--- config.mk ---
export PLATFORM = sky130hd
export DESIGN_NAME = hall_decoder
export DESIGN_NICKNAME = d
export VERILOG_FILES = /design/src/rtl/hall_decoder.sv
export SDC_FILE = /design/constraint.sdc
export NUM_CORES = 1
export LEC_CHECK = 0
export CAP_MARGIN = 30
export CORE_UTILIZATION = 50
export CTS_CLUSTER_DIAMETER = 100
export CTS_CLUSTER_SIZE = 8
export DETAILED_ROUTE_END_ITERATION = 12
export PLACE_DENSITY = 0.85
export SYNTH_ARGS = -nofsm -noshare
export SYNTH_HDL_FRONTEND = slang
export SYNTH_SLANG_ARGS = --single-unit
--- constraint.sdc ---
create_clock -name CLK -period 10.2 [get_ports CLK]
set_input_delay 1.02 -clock CLK [delete_from_list [all_inputs] [get_ports CLK]]
set_output_delay 1.02 -clock CLK [all_outputs]
set_load 0.05 [all_outputs]
--- src/rtl/hall_decoder.sv ---
// hall_decoder: hall-sensor sync/debounce, sector tracking, position/direction and skip/invalid detection.
// Step-period measurement and stall flag are built only when HALL_DECODER_VELOCITY_EN is defined.
`default_nettype none

module hall_decoder #(
  parameter int DEBOUNCE_CYCLES = 16,
  parameter int PERIOD_WIDTH    = 24
) (
  input  logic                    CLK,
  input  logic                    reset_n,
  input  logic                    hall1,
  input  logic                    hall2,
  input  logic                    hall3,
  input  logic                    clear_position,
  output logic signed [31:0]      position,
  output logic                    direction,
  output logic                    step_strobe,
  output logic [PERIOD_WIDTH-1:0] period,
  output logic                    period_valid,
  output logic                    stalled,
  output logic                    hall_error
);

  localparam logic [7:0] DEB_LIMIT = 8'(DEBOUNCE_CYCLES);

  typedef enum logic {INIT = 1'b0, TRACK = 1'b1} state_t;

  state_t     state;
  logic [2:0] sync1;
  logic [2:0] sync2;
  logic [2:0] cand;
  logic [2:0] accepted;
  logic [2:0] sector;
  logic [7:0] stable_cnt;

  logic       accept;
  logic       code_valid;
  logic [2:0] new_sector;
  logic [3:0] diff;
  logic       step_fwd;
  logic       step_rev;

  function automatic logic [2:0] sector_of(input logic [2:0] code);
    case (code)
      3'b101:  sector_of = 3'd0;
      3'b100:  sector_of = 3'd1;
      3'b110:  sector_of = 3'd2;
      3'b010:  sector_of = 3'd3;
      3'b011:  sector_of = 3'd4;
      3'b001:  sector_of = 3'd5;
      default: sector_of = 3'd0;
    endcase
  endfunction

  always_comb begin
    accept     = (stable_cnt == DEB_LIMIT) && (cand != accepted);
    code_valid = (cand != 3'b000) && (cand != 3'b111);
    new_sector = sector_of(cand);
    // Forward distance from the stored sector, modulo 6.
    diff = {1'b0, new_sector} + 4'd6 - {1'b0, sector};
    if (diff >= 4'd6) begin
      diff = diff - 4'd6;
    end
    step_fwd = accept && (state == TRACK) && code_valid && (diff == 4'd1);
    step_rev = accept && (state == TRACK) && code_valid && (diff == 4'd5);
  end

  always_ff @(posedge CLK or negedge reset_n) begin
    if (!reset_n) begin
      sync1       <= 3'b000;
      sync2       <= 3'b000;
      cand        <= 3'b000;
      accepted    <= 3'b000;
      stable_cnt  <= 8'd0;
      sector      <= 3'd0;
      state       <= INIT;
      position    <= 32'sd0;
      direction   <= 1'b0;
      step_strobe <= 1'b0;
      hall_error  <= 1'b0;
    end else begin
      sync1 <= {hall1, hall2, hall3};
      sync2 <= sync1;

      if (sync2 != cand) begin
        cand       <= sync2;
        stable_cnt <= 8'd1;
      end else if (stable_cnt != DEB_LIMIT) begin
        stable_cnt <= stable_cnt + 8'd1;
      end

      step_strobe <= 1'b0;
      hall_error  <= 1'b0;

      if (accept) begin
        accepted <= cand;
        case (state)
          INIT: begin
            if (code_valid) begin
              sector <= new_sector;
              state  <= TRACK;
            end else begin
              hall_error <= 1'b1;
            end
          end
          TRACK: begin
            if (!code_valid) begin
              hall_error <= 1'b1;
              state      <= INIT;
            end else begin
              sector <= new_sector;
              if (step_fwd || step_rev) begin
                step_strobe <= 1'b1;
                direction   <= step_fwd;
              end else begin
                hall_error <= 1'b1;
              end
            end
          end
          default: state <= INIT;
        endcase
      end

      if (clear_position) begin
        position <= 32'sd0;
      end else if (step_fwd) begin
        position <= position + 32'sd1;
      end else if (step_rev) begin
        position <= position - 32'sd1;
      end
    end
  end

`ifdef HALL_DECODER_VELOCITY_EN
  localparam logic [PERIOD_WIDTH-1:0] PMAX = '1;
  localparam logic [PERIOD_WIDTH-1:0] PONE = PERIOD_WIDTH'(1);

  logic [PERIOD_WIDTH-1:0] pcnt;
  logic                    dir_ok;
  logic                    step;
  logic                    skip;
  logic                    leave;

  assign step  = step_fwd || step_rev;
  assign skip  = accept && (state == TRACK) && code_valid && !step;
  assign leave = accept && (state == TRACK) && !code_valid;

  always_ff @(posedge CLK or negedge reset_n) begin
    if (!reset_n) begin
      pcnt         <= '0;
      period       <= '0;
      period_valid <= 1'b0;
      stalled      <= 1'b1;
      dir_ok       <= 1'b0;
    end else begin
      if (step || skip) begin
        pcnt <= PONE;
      end else if (pcnt != PMAX) begin
        pcnt <= pcnt + PONE;
      end

      if (step) begin
        stalled <= 1'b0;
        dir_ok  <= 1'b1;
        // A period is only meaningful between two steps in the same direction.
        if (dir_ok && (step_fwd == direction)) begin
          period       <= pcnt;
          period_valid <= 1'b1;
        end else begin
          period_valid <= 1'b0;
        end
      end else begin
        if (pcnt == PMAX) begin
          stalled      <= 1'b1;
          period_valid <= 1'b0;
        end
        if (skip || leave) begin
          period_valid <= 1'b0;
        end
        if (leave) begin
          dir_ok <= 1'b0;
        end
      end
    end
  end
`else
  assign period       = '0;
  assign period_valid = 1'b0;
  assign stalled      = 1'b0;
`endif

endmodule

`default_nettype wire

==> impl_metrics.ini <==
[route]
first_pass_iters = 9
via_per_inst = 5.952
first_iter_violations = 253
routedWlPerCell_um = 15.54
ant_nets = 0
drt_wl_total_um = 10440
vias = 4000
drc = 6

[logic_synthesis]
yosysSeqAreaShare = 0.3196
avgSynthCellArea_um2 = 8.667
yosys_register_bits = 59
synthCells = 533
async_reset_ff_frac = 1.000
synth.distinct_cells = 64
synth_flop_cell = dfrtp_1
syn_area_um2 = 4619
ys.warnings.count = 0
synth-edff-count = 0

[clock_tree]
clockBufferDepth = 2
h-tree-depth = 3
insertion_delay_ns = 0.35
cts_setup_buffers = 0
cts_sinks = 59
root_buffer = clkbuf_8
postCtsResizedCells = 0
cts.reportedPaths.clkPinSlew_ns = 0.07
cts_hold_buf = 0
cts-buffers-inserted = 9
cts_tree = built

[grt]
antenna_found_initial = 0
grt_start_max_net_pins = 60
first_global_vias = 3870
grt_pass1_wl_um = 17950
grt_usage = 0.2318
overflow = 0

[finish]
diodes = 0
drive_gt1_frac = 0.05851
n_fill_cell = 776
regArea_um2 = 1476
multi_input_area_um2 = 2863
final_nets = 611
area_growth_pct = 11.16

[setup_path]
crit_type = flop to flop
endpoint_kind = flop
crit_top_cell = ha_1
crit_arrival_ns = 6.27
cp.required_ns = 10.49
crit_fanout = 39
cp_cell_sequence = xor2_1 -> o21ai_0 -> ha_1 -> inv_1 -> ha_1 -> fa_1 -> ha_1 -> nand2_1 -> a21oi_1 -> o21bai_1 -> nor3_2 -> nand2_1 -> buf_4 -> ha_1 -> a2111oi_0 -> o21ai_1 -> a211oi_2 -> o31ai_2 -> nand4_1 -> nand2b_1 -> a2111oi_0 -> a311o_1
cpMaxStageDelayCell = nor3_2
reg2reg_depth = 22
critPathLaunchType = flop
slowest_delay_ns = 0.56

[timing]
skew_ns = 0.01173
max_freq_mhz = 167.1
fin_crit_ns = 5.984
rsz0062_at_grt = no
whs_ns = 0.3502
tightest_slew_ns = 0.7398
setup_tns_ns = 0
maxSlewViolCount = 0
period_share = 0.5866
hold_viol = 0
maxSlewHeadroom = 0.5068
setup_violations = 0

[floorplanning]
start_util = 0.5221
fp.dieW_um = 98.12
die_h_um = 98.12
io_pins = 67
rows = 34
die_area_um2 = 9628
core_um2 = 8848

[placed_design]
routabilityCongestion = 0.9753
dp.final_hpwl_um = 7381
portBuffers = 40

[outcome]
violations = DRC
status = finished, violations left

[job]
cap_violations = 0

[power]
peakVddDrop_mv = 0.07174
p_per_area_nw_per_um2 = 93.94
leakage_nw = 2.544

[min_path]
hold_path_depth = 0
hold_class = flop to flop
==> final timing paths <==
kind,start,endpoint,slack [ns]
min reg2reg,sync1[1],sync2[1],0.35
min,sync1[1],sync2[1],0.35
max reg2reg,cand[0],position[25],4.22
max in group asynchronous,reset_n,position[7],8.90
max,cand[0],position[25],4.22
min in group asynchronous,reset_n,stable_cnt[3],0.81
==> logic make-up after synthesis <==
| group | after synthesis | share of synthesized area |
|---|---|---|
| other cells | 1 | 0.0008118 |
| simple gates | 164 | 0.1693 |
| mux | 8 | 0.01815 |
| xor+xnor | 37 | 0.07015 |
| fa+ha+maj | 46 | 0.1278 |
| flops | 59 | 0.3196 |
| buf+inv | 69 | 0.08207 |
| compound gates | 149 | 0.2121 |
==> metal layers <==
| layer | GRT usage | part of all wire | up-vias |
|---|---|---|---|
| li1 | - | - | 1927 |
| met1 | 0.3052 | 0.46 | 1903 |
| met2 | 0.3640 | 0.46 | 139 |
| met3 | 0.03436 | 0.047 | 31 |
| met4 | 0.1340 | 0.037 | 0 |
| met5 | 0 | 0 | - |
==> state kept, by name, summed over array words and instances, names as in the netlist <==
name / flops
sync2: 3
state: 1
sector: 3
sync1: 3
direction: 1
step_strobe: 1
accepted: 3
hall_error: 1
stable_cnt: 8
position: 32
cand: 3
==> power by group <==
group | internal [mW] | switching, mW
Combinational | 0.00905 | 0.0369
Clock | 0.0940 | 0.102
Sequential | 0.236 | 0.00362
Total | 0.339 | 0.143
==> placed cells by master (no fill, tap or decap), types with 23 or more instances in the layout <==
cell	synthesis	layout
a21o_1	26	26
a21oi_1	46	46
clkdlybuf4s50_1	0	39
conb_1	1	26
dfrtp_1	59	59
ha_1	44	44
nand2_1	68	68
nand3_1	24	24
nor2_1	25	25
o21ai_0	23	23
xnor2_1	24	24
==> cell usage after synthesis (4+ instances only) <==
library cell   n  area share
nand2_1       68       0.055
mux2i_1        5       0.011
nor3_1        13       0.014
o21a_1         4      0.0065
a31oi_1        6      0.0081
o22ai_1        4      0.0054
nand4_1        7      0.0095
nor2_1        25       0.020
a21o_1        26       0.042
xor2_1        13       0.025
ha_1          44        0.12
and3_1         6      0.0081
buf_4         26       0.042
clkbuf_1      16       0.013
o21ai_0       23       0.025
xnor2_1       24       0.046
inv_1         15       0.012
buf_2          6      0.0065
buf_1          4      0.0032
a211oi_1       4      0.0065
nand2b_1       4      0.0054
a21oi_1       46       0.050
nand3_1       24       0.026
dfrtp_1       59        0.32
o21ai_1        4      0.0043
==> per-stage QoR <==
step / power [mW] / util / setup WS (ns) / instance area, um^2 / cells
6_report: 0.4824 / 0.5803 / 4.216 / 5135 / 672
5_1_grt: 0.5045 / 0.5803 / 3.793 / 5135 / 672
3_5_place_dp: 0.2904 / 0.5601 / 4.376 / 4956 / 656
4_1_cts: 0.4873 / 0.5803 / 4.332 / 5135 / 672
2_1_floorplan: 0.2877 / - / 4.254 / 4713 / 558
3_3_place_gp: 0.2888 / 0.5601 / 4.640 / 4956 / 656
==> worst max-delay path, delay by kind of cell (launching register included) <==
| family | cells | cell delay, ns |
|---|---|---|
| flops | 1 | 0.55 |
| buf+inv | 2 | 0.35 |
| fa+ha+maj | 5 | 1.50 |
| compound gates | 9 | 2.22 |
| simple gates | 5 | 1.06 |
| xor+xnor | 1 | 0.23 |
==> area by class of cell <==
class                      count  area share
sequential                    59      0.2875
timing repair buffer          44     0.08285
multi-input combinational    430      0.5575
clock buffer                  10     0.02680
tap                          108     0.02632
clock inverter                 6    0.008041
inverter                      15     0.01096
(Power assumes the default switching activity.)
